$ cat config.mk
export PLATFORM = sky130hd
export DESIGN_NAME = wishbone_bus_splitter_reg
export DESIGN_NICKNAME = d
export VERILOG_FILES = /design/src/rtl/wishbone_bus_splitter_reg.sv
export SDC_FILE = /design/constraint.sdc
export NUM_CORES = 1
export LEC_CHECK = 0
export BUFFER_PORTS_ARGS = -buffer_cell sky130_fd_sc_hd__buf_2
export CAP_MARGIN = 20
export CORE_AREA = 2 2 447 449
export CTS_CLUSTER_SIZE = 10
export DETAILED_ROUTE_END_ITERATION = 6
export DIE_AREA = 0 0 449 451
export HOLD_SLACK_MARGIN = 0.12
export PLACE_DENSITY_LB_ADDON = 0.05
export SLEW_MARGIN = 20
export SYNTH_ARGS = -nofsm -noshare
export SYNTH_HDL_FRONTEND = slang
export SYNTH_SLANG_ARGS = --single-unit
$ cat constraint.sdc
create_clock -name wb_clk_i -period 2.7 [get_ports wb_clk_i]
set_input_delay 0 -clock wb_clk_i [delete_from_list [all_inputs] [get_ports wb_clk_i]]
set_output_delay 0 -clock wb_clk_i [all_outputs]
set_load 0.05 [all_outputs]
$ cat src/rtl/wishbone_bus_splitter_reg.sv
// rtl/wishbone_bus_splitter_reg.sv - registered 1-to-N Wishbone Classic splitter (optional watchdog: WB_SPLITTER_TIMEOUT_EN)
module wishbone_bus_splitter_reg #(
  parameter int NUM_PERIPHERALS  = 10,
  parameter int ADDR_WIDTH       = 32,
  parameter int DATA_WIDTH       = 32,
  parameter int SEL_WIDTH        = DATA_WIDTH / 8,
  parameter int ADDR_SEL_LOW_BIT = 16,
  parameter logic [DATA_WIDTH-1:0] ERR_DATA = DATA_WIDTH'(32'hDEADBEEF),
  parameter int TIMEOUT_CYCLES   = 255
) (
  input  logic                                  wb_clk_i,
  input  logic                                  wb_rst_ni,
  input  logic [ADDR_WIDTH-1:0]                 m_wb_adr_i,
  input  logic [DATA_WIDTH-1:0]                 m_wb_dat_i,
  output logic [DATA_WIDTH-1:0]                 m_wb_dat_o,
  input  logic                                  m_wb_we_i,
  input  logic [SEL_WIDTH-1:0]                  m_wb_sel_i,
  input  logic                                  m_wb_cyc_i,
  input  logic                                  m_wb_stb_i,
  output logic                                  m_wb_ack_o,
  output logic                                  m_wb_err_o,
  output logic [NUM_PERIPHERALS-1:0]            s_wb_cyc_o,
  output logic [NUM_PERIPHERALS-1:0]            s_wb_stb_o,
  output logic [NUM_PERIPHERALS-1:0]            s_wb_we_o,
  output logic [NUM_PERIPHERALS*SEL_WIDTH-1:0]  s_wb_sel_o,
  output logic [NUM_PERIPHERALS*ADDR_WIDTH-1:0] s_wb_adr_o,
  output logic [NUM_PERIPHERALS*DATA_WIDTH-1:0] s_wb_dat_o,
  input  logic [NUM_PERIPHERALS*DATA_WIDTH-1:0] s_wb_dat_i,
  input  logic [NUM_PERIPHERALS-1:0]            s_wb_ack_i,
  input  logic [NUM_PERIPHERALS-1:0]            s_wb_err_i,
  output logic                                  timeout_o
);

  localparam int N     = NUM_PERIPHERALS;
  localparam int IDX_W = (N > 1) ? $clog2(N) : 1;

  typedef enum logic [1:0] {IDLE, BUSY, RESP} state_t;

  state_t                  state_q, state_d;
  logic [ADDR_WIDTH-1:0]   adr_q, adr_d;
  logic [DATA_WIDTH-1:0]   wdat_q, wdat_d;
  logic                    we_q, we_d;
  logic [SEL_WIDTH-1:0]    sel_q, sel_d;
  logic [IDX_W-1:0]        idx_q, idx_d;
  logic [N-1:0]            slv_en_q, slv_en_d;
  logic [DATA_WIDTH-1:0]   rdat_q, rdat_d;
  logic                    ack_q, ack_d;
  logic                    err_q, err_d;
  logic                    timeout_q, timeout_d;

  logic [IDX_W-1:0]        req_idx;
  logic                    req_hit;
  logic                    slv_ack;
  logic                    slv_err;
  logic                    to_hit;

  assign req_idx = m_wb_adr_i[ADDR_SEL_LOW_BIT +: IDX_W];
  assign req_hit = ({1'b0, req_idx} < (IDX_W + 1)'(N));
  assign slv_ack = s_wb_ack_i[idx_q];
  assign slv_err = s_wb_err_i[idx_q];

`ifdef WB_SPLITTER_TIMEOUT_EN
  localparam int CNT_W = $clog2(TIMEOUT_CYCLES + 1);

  logic [CNT_W-1:0] cnt_q, cnt_d;

  // watchdog counts BUSY cycles; it is zero on the first BUSY cycle
  always_comb begin
    cnt_d = '0;
    if (state_q == BUSY) begin
      cnt_d = cnt_q + 1'b1;
    end
  end

  // watchdog counter register
  always_ff @(posedge wb_clk_i) begin
    if (!wb_rst_ni) begin
      cnt_q <= '0;
    end else begin
      cnt_q <= cnt_d;
    end
  end

  assign to_hit = (cnt_q == CNT_W'(TIMEOUT_CYCLES - 1));
`else
  assign to_hit = 1'b0;
`endif

  // request capture, decode and response selection
  always_comb begin
    state_d   = state_q;
    adr_d     = adr_q;
    wdat_d    = wdat_q;
    we_d      = we_q;
    sel_d     = sel_q;
    idx_d     = idx_q;
    slv_en_d  = slv_en_q;
    rdat_d    = rdat_q;
    ack_d     = 1'b0;
    err_d     = 1'b0;
    timeout_d = 1'b0;
    case (state_q)
      IDLE: begin
        if (m_wb_cyc_i && m_wb_stb_i) begin
          adr_d  = m_wb_adr_i;
          wdat_d = m_wb_dat_i;
          we_d   = m_wb_we_i;
          sel_d  = m_wb_sel_i;
          idx_d  = req_idx;
          if (req_hit) begin
            slv_en_d = N'(1) << req_idx;
            state_d  = BUSY;
          end else begin
            err_d   = 1'b1;
            rdat_d  = ERR_DATA;
            state_d = RESP;
          end
        end
      end
      BUSY: begin
        if (!m_wb_cyc_i) begin
          // master abandoned the cycle: release the slave silently
          slv_en_d = '0;
          state_d  = IDLE;
        end else if (slv_err) begin
          err_d    = 1'b1;
          rdat_d   = ERR_DATA;
          slv_en_d = '0;
          state_d  = RESP;
        end else if (slv_ack) begin
          ack_d    = 1'b1;
          rdat_d   = s_wb_dat_i[idx_q*DATA_WIDTH +: DATA_WIDTH];
          slv_en_d = '0;
          state_d  = RESP;
        end else if (to_hit) begin
          err_d     = 1'b1;
          timeout_d = 1'b1;
          rdat_d    = ERR_DATA;
          slv_en_d  = '0;
          state_d   = RESP;
        end
      end
      RESP: begin
        state_d = IDLE;
      end
      default: begin
        state_d = IDLE;
      end
    endcase
  end

  // state and datapath registers; reset clears every output
  always_ff @(posedge wb_clk_i) begin
    if (!wb_rst_ni) begin
      state_q   <= IDLE;
      adr_q     <= '0;
      wdat_q    <= '0;
      we_q      <= 1'b0;
      sel_q     <= '0;
      idx_q     <= '0;
      slv_en_q  <= '0;
      rdat_q    <= '0;
      ack_q     <= 1'b0;
      err_q     <= 1'b0;
      timeout_q <= 1'b0;
    end else begin
      state_q   <= state_d;
      adr_q     <= adr_d;
      wdat_q    <= wdat_d;
      we_q      <= we_d;
      sel_q     <= sel_d;
      idx_q     <= idx_d;
      slv_en_q  <= slv_en_d;
      rdat_q    <= rdat_d;
      ack_q     <= ack_d;
      err_q     <= err_d;
      timeout_q <= timeout_d;
    end
  end

  assign m_wb_dat_o = rdat_q;
  assign m_wb_ack_o = ack_q;
  assign m_wb_err_o = err_q;
  assign timeout_o  = timeout_q;
  assign s_wb_cyc_o = slv_en_q;
  assign s_wb_stb_o = slv_en_q;
  assign s_wb_we_o  = {N{we_q}};
  assign s_wb_sel_o = {N{sel_q}};
  assign s_wb_adr_o = {N{adr_q}};
  assign s_wb_dat_o = {N{wdat_q}};

endmodule

==> results.yml <==
setup_path:
  required_ps: 3110
  arrival_ps: 2970
  slowest_delay_ps: 550
  cp-end-kind: "flip-flop"
  critical-path-top-delay-family: "buffers and inverters"
  cp_max_fo: 21
  start_kind: "flip-flop"
  path_cells: "buf_12 > buf_12 > mux2_2 > dlygate4sd3_1 > a221oi_1 > a21oi_1 > o221a_1"
  critical_path_buf_inv_count: 3
  path_class: "reg2reg"
  slowest_stage: "dlygate4sd3_1"
  cp_common_cell: "buf_12"
global_route:
  grt_pass1_wl_um: 100500
  grt_antenna_before_repair: 35
  grt_max_degree: 65
  grt_pass1_vias: 11450
  grt.overflow.total: 0
  grt_usage_pct: 7.216
synth:
  syn_area_mm2: 0.01163
  synth-seq-area-share_pct: 19.80
  async_flop_share_pct: 0
  synth-edff-count: 0
  synth-warning-count: 0
  postSynthAreaPerCell_um2: 8.645
  synth_ff_type: "dfxtp_1"
  ys_types: 46
  synth-seq-cells: 115
  synthCells: 1345
  syn_nets: 1758
timing:
  tns_ps: 0
  holdWs_ps: 144.5
  rsz0062_at_grt: "no"
  maxSlewViolCount: 0
  setup_ws_ps: 141.7
  min_period_ps: 2558
  setup_violations: 0
  max_clock_freq_mhz: 390.9
  slew-limit-headroom_pct: 50.70
  hold_viol: 0
  worst_pin_slew_ps: 739.5
  period_share_pct: 94.75
  finClkSkew_ps: 19.50
worst_hold_path:
  hold_class: "in2reg"
route:
  vias: 11290
  drc_errors: 0
  drt-vias-per-instance: 2.416
  drt_first_pass_iters: 4
  ant_nets: 0
  drt-total-wl_um: 75680
  drt_iter0_markers: 274
  avgRoutedWirePerCell_um: 16.20
power_and_ir_drop:
  powerDensity_mw_per_mm2: 467.7
  leakage_uw: 0.008927
  power_uw: 8502
  ir_drop_uv: 386.3
run_status:
  outcome: "finished clean"
die:
  start_util_pct: 5.866
  die_h_um: 451
  design.core.area_mm2: 0.1982
  die_w_um: 449
  die_area_mm2: 0.2025
  ioPinCount: 1158
  core.rowCount: 164
cts:
  clock_sinks: 115
  postCtsSetupBuffers: 0
  cts-root-buf: "clkbuf_16"
  cts_tree: "done"
  h-tree-depth: 4
  clockBufferDepth: 2
  clock_latency_ps: 520
  clk_pin_slew_ps: 70
  cts_made_buffers: 17
place:
  dp.final_hpwl_um: 64390
  gp_congestion: 0.7213
  dp.cells: 4481
  numPortBuffers: 1156
  place_ws_ps: 243.9
finish:
  drive_gt1_share_pct: 65.37
  syn_to_final_growth_pct: 56.32
  multi_input_area_mm2: 0.004230
  final_cell_count_no_fill: 4671
  n_fill_cell: 23320
  seq_area_mm2: 0.002313
  fin_nets: 2405
  final_common_cell: "buf_2"
  mostFrequentLayoutCells: "buf_2 (1156), nand2_1 (180), dlygate4sd3_1 (148), dfxtp_1 (112), a21oi_1 (94)"
flow_run:
  drv_cap: 0
-- final cells by class --
| type | instances | area share (%) |
|---|---|---|
| inverter | 4 | 0.09637 |
| timing repair buffer | 1334 | 41.95 |
| sequential | 115 | 12.73 |
| clock inverter | 10 | 0.9844 |
| antenna | 11 | 0.1514 |
| clock buffer | 21 | 2.533 |
| multi-input combinational | 520 | 23.27 |
| tap | 2656 | 18.28 |
-- power by group --
group	switching (uW)	total, uW	internal [uW]
clock network	1090	2770	1670
logic	2720	3790	1060
registers	176	1950	1770
total	3990	8500	4510
-- synthesized netlist by cell type (5+ instances only) --
master	n	share of area, %
mux2_1	21	2.0
nor2_1	13	0.42
nor2b_1	5	0.27
mux2i_1	14	1.2
buf_6	5	0.48
o221a_1	24	2.3
mux2_2	13	1.3
nand2_1	181	5.8
buf_2	14	0.60
mux4_2	66	13
o32ai_1	8	0.60
dfxtp_1	115	20
a22oi_1	8	0.52
a21oi_1	94	4.0
a31oi_1	9	0.48
a221oi_1	24	1.8
nand3_1	7	0.30
buf_4	638	41
clkbuf_1	48	1.5
-- sequential cells by signal, indices dropped and copies added (netlist names) --
signal	count
adr_q	32
m_wb_dat_o	32
wdat_q	32
s_wb_cyc_o	10
sel_q	4
state_q	2
m_wb_ack_o	1
m_wb_err_o	1
we_q	1
-- what timing repair did --
item,in CTS,in global routing
endpoints found under the hold margin,107,0
endpoints found under the setup margin,0,2
gates resized for setup,0,2
hold buffers,148,0
-- worst register-to-register path, delay by kind of cell, from the launching register on --
family	cells	cell delay [ps]
AOI/OAI and AO/OA	3	700
muxes	1	360
DFF	1	440
buffers and inverters	3	950
-- routing by layer --
metal,wire (um),global-route usage (%)
met4,1400,1.994
met3,5126,2.532
met1,26050,6.837
met5,179,0
met2,42920,14.40
-- final timing paths --
path	slack, ps	from	to	depth (start not counted)
min	140	s_wb_dat_i[297]	m_wb_dat_o[9]$_SDFFE_PN0P_	5
max	140	adr_q[16]$_SDFFE_PN0P_	m_wb_dat_o[1]$_SDFFE_PN0P_	7
max reg2reg	140	adr_q[16]$_SDFFE_PN0P_	m_wb_dat_o[1]$_SDFFE_PN0P_	7
min reg2reg	480	m_wb_dat_o[20]$_SDFFE_PN0P_	m_wb_dat_o[20]$_SDFFE_PN0P_	2
-- through the flow --
| stage | cell area, um2 | util, % |
|---|---|---|
| finish | 18180 | 9.170 |
| global route | 18160 | 9.163 |
| CTS | 18140 | 9.152 |
| detailed placement | 16020 | 8.082 |
| global placement | 16020 | 8.082 |
| floorplan | 11630 | - |
-- cells by family (layout without fill, tap and decap cells) --
logic type,after synthesis,in the layout,synth area share (%)
buf+inv,710,1369,43.99
other cells,1,12,0.03225
mux,114,114,17.28
compound gates,183,183,11.06
flops,115,115,19.80
simple gates,222,222,7.834
(Power assumes the default switching activity.)
